===== src/rtl/adder_writeback.sv =====
// adder_writeback: latency-matched tag pipe around a stall-free adder, result FIFO and credit-gated issue.
module adder_writeback #(
  parameter int ADDER_DEPTH = 3,
  parameter int FIFO_DEPTH = 8,
  parameter int TAG_W = 4
) (
  input  logic                         clk_i,
  input  logic                         reset_n_i,
  input  logic                         flush_i,
  input  logic                         issue_valid_i,
  output logic                         issue_ready_o,
  input  logic [4:0]                   issue_rd_i,
  input  logic [TAG_W-1:0]             issue_tag_i,
  input  logic [31:0]                  adder_result_i,
  output logic                         wb_valid_o,
  input  logic                         wb_ready_i,
  output logic                         wb_we_o,
  output logic [4:0]                   wb_rd_o,
  output logic [31:0]                  wb_data_o,
  output logic [TAG_W-1:0]             wb_tag_o,
  output logic [$clog2(FIFO_DEPTH):0]  occupancy_o
);
  localparam int AW = $clog2(FIFO_DEPTH);
  localparam int OW = AW + 1;
  localparam logic [OW-1:0] FULL = OW'(FIFO_DEPTH);
  logic [ADDER_DEPTH-1:0] v_q, v_d;
  logic [4:0]             rd_q [ADDER_DEPTH];
  logic [4:0]             rd_d [ADDER_DEPTH];
  logic [TAG_W-1:0]       tag_q [ADDER_DEPTH];
  logic [TAG_W-1:0]       tag_d [ADDER_DEPTH];
  logic [4:0]             mem_rd_q [FIFO_DEPTH];
  logic [TAG_W-1:0]       mem_tag_q [FIFO_DEPTH];
  logic [31:0]            mem_data_q [FIFO_DEPTH];
  logic [AW-1:0]          wr_ptr_q, wr_ptr_d, rd_ptr_q, rd_ptr_d;
  logic [OW-1:0]          cnt_q, cnt_d, inflight, occ;
  logic                   accept, cap, pop;
  always_comb begin
    inflight = '0;
    for (int k = 0; k < ADDER_DEPTH; k++) inflight = inflight + OW'(v_q[k]);
  end
  // Credit uses registered state only, so a pop frees a slot one cycle later.
  assign occ           = inflight + cnt_q;
  assign issue_ready_o = occ < FULL;
  assign occupancy_o   = occ;
  assign accept        = issue_valid_i & issue_ready_o & ~flush_i;
  assign cap           = reset_n_i & v_q[ADDER_DEPTH-1] & ~flush_i;
  assign wb_valid_o    = cnt_q != '0;
  assign pop           = wb_valid_o & wb_ready_i & ~flush_i;
  assign wb_rd_o       = wb_valid_o ? mem_rd_q[rd_ptr_q] : '0;
  assign wb_tag_o      = wb_valid_o ? mem_tag_q[rd_ptr_q] : '0;
  assign wb_data_o     = wb_valid_o ? mem_data_q[rd_ptr_q] : '0;
  assign wb_we_o       = wb_valid_o & (wb_rd_o != 5'd0);
  always_comb begin
    v_d      = '0;
    rd_d     = rd_q;
    tag_d    = tag_q;
    v_d[0]   = accept;
    rd_d[0]  = issue_rd_i;
    tag_d[0] = issue_tag_i;
    for (int k = 1; k < ADDER_DEPTH; k++) begin
      v_d[k]   = v_q[k-1] & ~flush_i;
      rd_d[k]  = rd_q[k-1];
      tag_d[k] = tag_q[k-1];
    end
  end
  assign wr_ptr_d = cap ? wr_ptr_q + AW'(1) : wr_ptr_q;
  assign rd_ptr_d = flush_i ? wr_ptr_q : pop ? rd_ptr_q + AW'(1) : rd_ptr_q;
  assign cnt_d    = flush_i ? '0 : (cap & ~pop) ? cnt_q + OW'(1) : (pop & ~cap) ? cnt_q - OW'(1) : cnt_q;
  always_ff @(posedge clk_i) begin
    if (!reset_n_i) begin
      v_q      <= '0;
      rd_q     <= '{default: '0};
      tag_q    <= '{default: '0};
      wr_ptr_q <= '0;
      rd_ptr_q <= '0;
      cnt_q    <= '0;
    end else begin
      v_q      <= v_d;
      rd_q     <= rd_d;
      tag_q    <= tag_d;
      wr_ptr_q <= wr_ptr_d;
      rd_ptr_q <= rd_ptr_d;
      cnt_q    <= cnt_d;
    end
  end
  always_ff @(posedge clk_i) begin
    if (cap) begin
      mem_rd_q[wr_ptr_q]   <= rd_q[ADDER_DEPTH-1];
      mem_tag_q[wr_ptr_q]  <= tag_q[ADDER_DEPTH-1];
      mem_data_q[wr_ptr_q] <= adder_result_i;
    end
  end
  a_no_overflow: assert property (@(posedge clk_i) disable iff (!reset_n_i) !(cap && cnt_q == FULL));
endmodule


===== config.mk =====
export PLATFORM = sky130hd
export DESIGN_NAME = adder_writeback
export DESIGN_NICKNAME = d
export VERILOG_FILES = /design/src/rtl/adder_writeback.sv
export SDC_FILE = /design/constraint.sdc
export NUM_CORES = 1
export LEC_CHECK = 0
export CELL_PAD_IN_SITES_DETAIL_PLACEMENT = 0
export CELL_PAD_IN_SITES_GLOBAL_PLACEMENT = 1
export CORE_ASPECT_RATIO = 0.75
export CORE_UTILIZATION = 50
export DETAILED_ROUTE_END_ITERATION = 7
export PLACE_DENSITY_LB_ADDON = 0.1
export SLEW_MARGIN = 40
export SYNTH_ARGS = -nofsm -noshare
export SYNTH_HDL_FRONTEND = slang
export SYNTH_SLANG_ARGS = --single-unit

===== constraint.sdc =====
create_clock -name clk_i -period 6.3 [get_ports clk_i]
set_clock_uncertainty 0.2 [all_clocks]
set_input_delay 1.89 -clock clk_i [delete_from_list [all_inputs] [get_ports clk_i]]
set_output_delay 1.89 -clock clk_i [all_outputs]
set_load 0.01 [all_outputs]

# Word-level counts from Yosys, hierarchy flattened
# Memory sizes are Yosys's and may differ from the RTL's. A register that Yosys moved wholly into a read port is not among the register bits.
# Cells that the tools add are included.
# classes
add_sub_neg	7
n_lt_le_gt_ge	1
mux	15
bitwise_logic	15
reduce_logical	5
# op_table
operator	count
32-bit 2-to-1 mux	1
3-bit 2-to-1 mux	8
4-bit 2-to-1 mux	3
1-bit bitwise AND	11
3-bit by 1-bit adder with 3-bit output (second input constant)	2
5-bit 2-to-1 mux	1
5-bit nonzero test	1
3-bit by 4-bit adder with 4-bit output	1
4-bit by 1-bit adder with 4-bit output (second input constant)	1
4-bit less-than comparator (second input constant)	1
1-bit inverter	4
2-bit nonzero test	2
4-bit nonzero test	1
4-bit by 1-bit subtractor with 4-bit output (second input constant)	1
2-bit by 1-bit adder with 3-bit output	1
1-bit by 1-bit adder with 2-bit output	1
1-bit 2-to-1 mux	2
2-bit OR reduction	1
# word_totals
register_bits	40
ram_bits	328
input_bits	46
output_inout_bits	48
elab_cells	56
mem_count	3
# mem_list
name	depth	width	read_ports	rd_clocked_by_memory_dff	wr	line_no	text
mem_data_q	8	32	1	1	1	33	logic [31:0] mem_data_q [FIFO_DEPTH];
mem_rd_q	8	5	1	1	1	31	logic [4:0] mem_rd_q [FIFO_DEPTH];
mem_tag_q	8	4	1	1	1	32	logic [TAG_W-1:0] mem_tag_q [FIFO_DEPTH];

# Depth between registers and ports, before layout
# logic_depth
ltp_word	7
depth_mapped	12
mapped_depth_nobuf	12

# Least setup slack after synthesis
# OpenSTA, ideal clock, no wires.
# synth_path
path_kind	input-to-reg
startpoint	input port reset_n_i
endpoint	memory mem_data_q[0][0], enable pin
setup_time_ps	490
t_arrival_ps	5217
t_required_ps	5610
slack_ps	393
stages	5
path_cell_list	nor2b_1 -> nand2_1 -> inv_1 -> nand2b_1 -> nor3_1
# synth_via
elab_chain_cells	4
# synth_lines
element	line_no	text
start: declaration	8	input logic reset_n_i,
1-bit bitwise AND (2 in series)	46	assign cap = reset_n_i & v_q[ADDER_DEPTH-1] & ~flush_i;
named net cap	36	logic accept, cap, pop;
1-bit 2-to-1 mux	87	if (cap) begin
1-bit 2-to-1 mux (not written as such)	90	mem_data_q[wr_ptr_q] <= adder_result_i;
end: declaration	33	
# The timed path passes the listed nets, and every way through them passes these cells.

==> impl_metrics.tcl <==
set metrics [dict create \
    ctsResizeCount 0 \
    synth_edf_count 328 \
    ir_worst_vdd_mv 0.246 \
    core_sq_um 27300 \
    synth-simple-area-share_pct 4.32 \
    crit_fanout 54 \
    max_cap_violations 0 \
    cts_tree "built" \
    fin_util_pct 60.8 \
    cp.arrival_ps 3230 \
    rows 52 \
    min_period_ps 5320 \
    ioPinCount 94 \
    antenna_found_initial 0 \
    cts-root-buf "clkbuf_16" \
    cts_made_buffers 36 \
    setup_tns_ps 0 \
    tightestPinTransition_ps 800 \
    worst_setup_path_end_kind "output pin" \
    wl_per_cell_microns 21.9 \
    grt_pass1_vias 7013 \
    overflow 0 \
    status "completed" \
    start_util_pct 51.4 \
    hold_viol 0 \
    synth_flop_cell "edfxtp_1" \
    post_cts_buffers 0 \
    finalPower_mw 4.68 \
    gp_congestion 0.739 \
    synth_area_sq_um 14000 \
    power.density_nw_per_um2 283 \
    post-place-cells 1122 \
    grt_start_max_net_pins 55 \
    holdCritPathClass "flip-flop to flip-flop" \
    final_common_cell "edfxtp_1" \
    final_design_area_no_fill_sq_um 16600 \
    cts_hold_buf 0 \
    drive_gt1_share_pct 18.5 \
    yosysUniqueCellTypes 39 \
    wirelength_microns 25900 \
    synth_mux_area_share_pct 15.7 \
    dieWidth_microns 195 \
    cts.htree.levels 2 \
    track_usage_pct 18.9 \
    first_iter_violations 524 \
    areaGrowthSynthToFinish_pct 18.2 \
    synth_area_leaders "edfxtp_1 70%, mux4_2 12%, dfxtp_1 6.1%" \
    vias 6550 \
    finalSetupViolCount 0 \
    setup_ws_ps 979 \
    final_cell_mix "328 x edfxtp_1, 93 x clkdlybuf4s50_1, 74 x mux4_2" \
    drv_slew 0 \
    dp_hpwl_microns 14800 \
    period_share_pct 84.5 \
    async_flop_share_pct 0 \
    portBuffers 93 \
    startpoint_type "flip-flop" \
    fmax_ghz 0.188 \
    rsz0062_at_grt "no" \
    synthCells 689 \
    ys_seq_area_share_pct 76.4 \
    insertion_delay_ps 500 \
    synth_compound_area_share_pct 0.830 \
    grt_pass1_wl_microns 40700 \
    worstReg2RegStart "cnt_q[0]" \
    power_leakage_nw 5.15 \
    synth_xor_xnor_area_share_pct 0.500 \
    worstSetupPathType "flip-flop to output pin" \
    synth_top_family_by_area "multiplexers" \
    synth_top_area_share_pct 70.3 \
    drc_errors 0 \
    cp.required_ps 4210 \
    slew_headroom_pct 46.7 \
    yosysWarningCount 0 \
    synth_seq_cells 371 \
    pre_cts_slack_ps 1260 \
    clock-sinks 371 \
    whs_ps 233 \
    antenna-diode-count 0 \
    instances_no_fill 1182 \
    num-nets-final 866 \
    place_area_sq_um 15500 \
    synth_area_per_cell_sq_um 20.3 \
    synth_adder_area_share_pct 1.05 \
    min_from "tag_d[7]" \
    drt_pass1_iterations 7 \
    ant_nets 0 \
    clk_pin_slew_ps 60 \
    die_h_microns 147 \
    vias_per_cell 5.54 \
    syn-num-nets 745 \
    die_area_sq_um 28700 \
    synth_top_cell_by_area "edfxtp_1" \
    clockBufferDepth 3 \
]
-- Yosys cell counts, drive strengths merged, types with 6 or more instances --
cell,instances
mux4,74
dfxtp,43
edfxtp,328
nand2,16
mux2,6
ha,7
buf,23
and2,33
nor2,49
clkbuf,7
mux2i,47
-- critical path, cell delays in order, from the launching register on --
cell             delay [ps]
dfxtp_4                 860
buf_4                   620
mux4_2                  390
mux2i_1                 270
nor2_1                   70
clkdlybuf4s50_1         490
-- routing by layer --
metal	routed length [microns]	track usage, %	vias to the layer above
met3	1160	3.21	40
met4	419	4.96	0
met1	11600	26.5	3388
met2	12700	31.2	151
met5	0	0	-
li1	-	-	2971
-- state kept, by name, summed over array words and instances, names as in the netlist, named ones only --
name and flops:
cnt_q 4, mem_data_q 256, mem_rd_q 40, mem_tag_q 32, rd_d 10, rd_ptr_q 3, rd_q 5, tag_d 8
tag_q 4, v_q 3, wr_ptr_q 3
-- final timing paths --
check | cells after the start | endpoint | slack (ps)
max | 5 | wb_data_o[18] | 980
min | 1 | tag_d[3] | 230
min reg2reg | 1 | tag_d[3] | 230
max reg2reg | 14 | cnt_q[3] | 2910
-- area by class of cell --
class | count | area (sq um)
Fill cell | 1947 | 10700
Multi-Input combinational cell | 284 | 3200
Tap cell | 351 | 439
Inverter | 4 | 15.0
Sequential cell | 371 | 10700
Clock buffer | 47 | 973
Timing Repair Buffer | 113 | 1140
Clock inverter | 12 | 77.6
-- kinds of logic after synthesis --
logic type / Yosys count
flops: 371
mux: 127
simple gates: 121
buf+inv: 34
compound gates: 18
fa+ha+maj: 10
xor+xnor: 8
-- power by group --
part	total [mW]	switching (mW)	leakage (nW)	internal, mW
combinational	0.0650	0.0320	1.36	0.0331
clock	1.94	0.817	0.517	1.12
sequential	2.68	0.00475	3.28	2.67
Power figures use the tool's default switching activity.
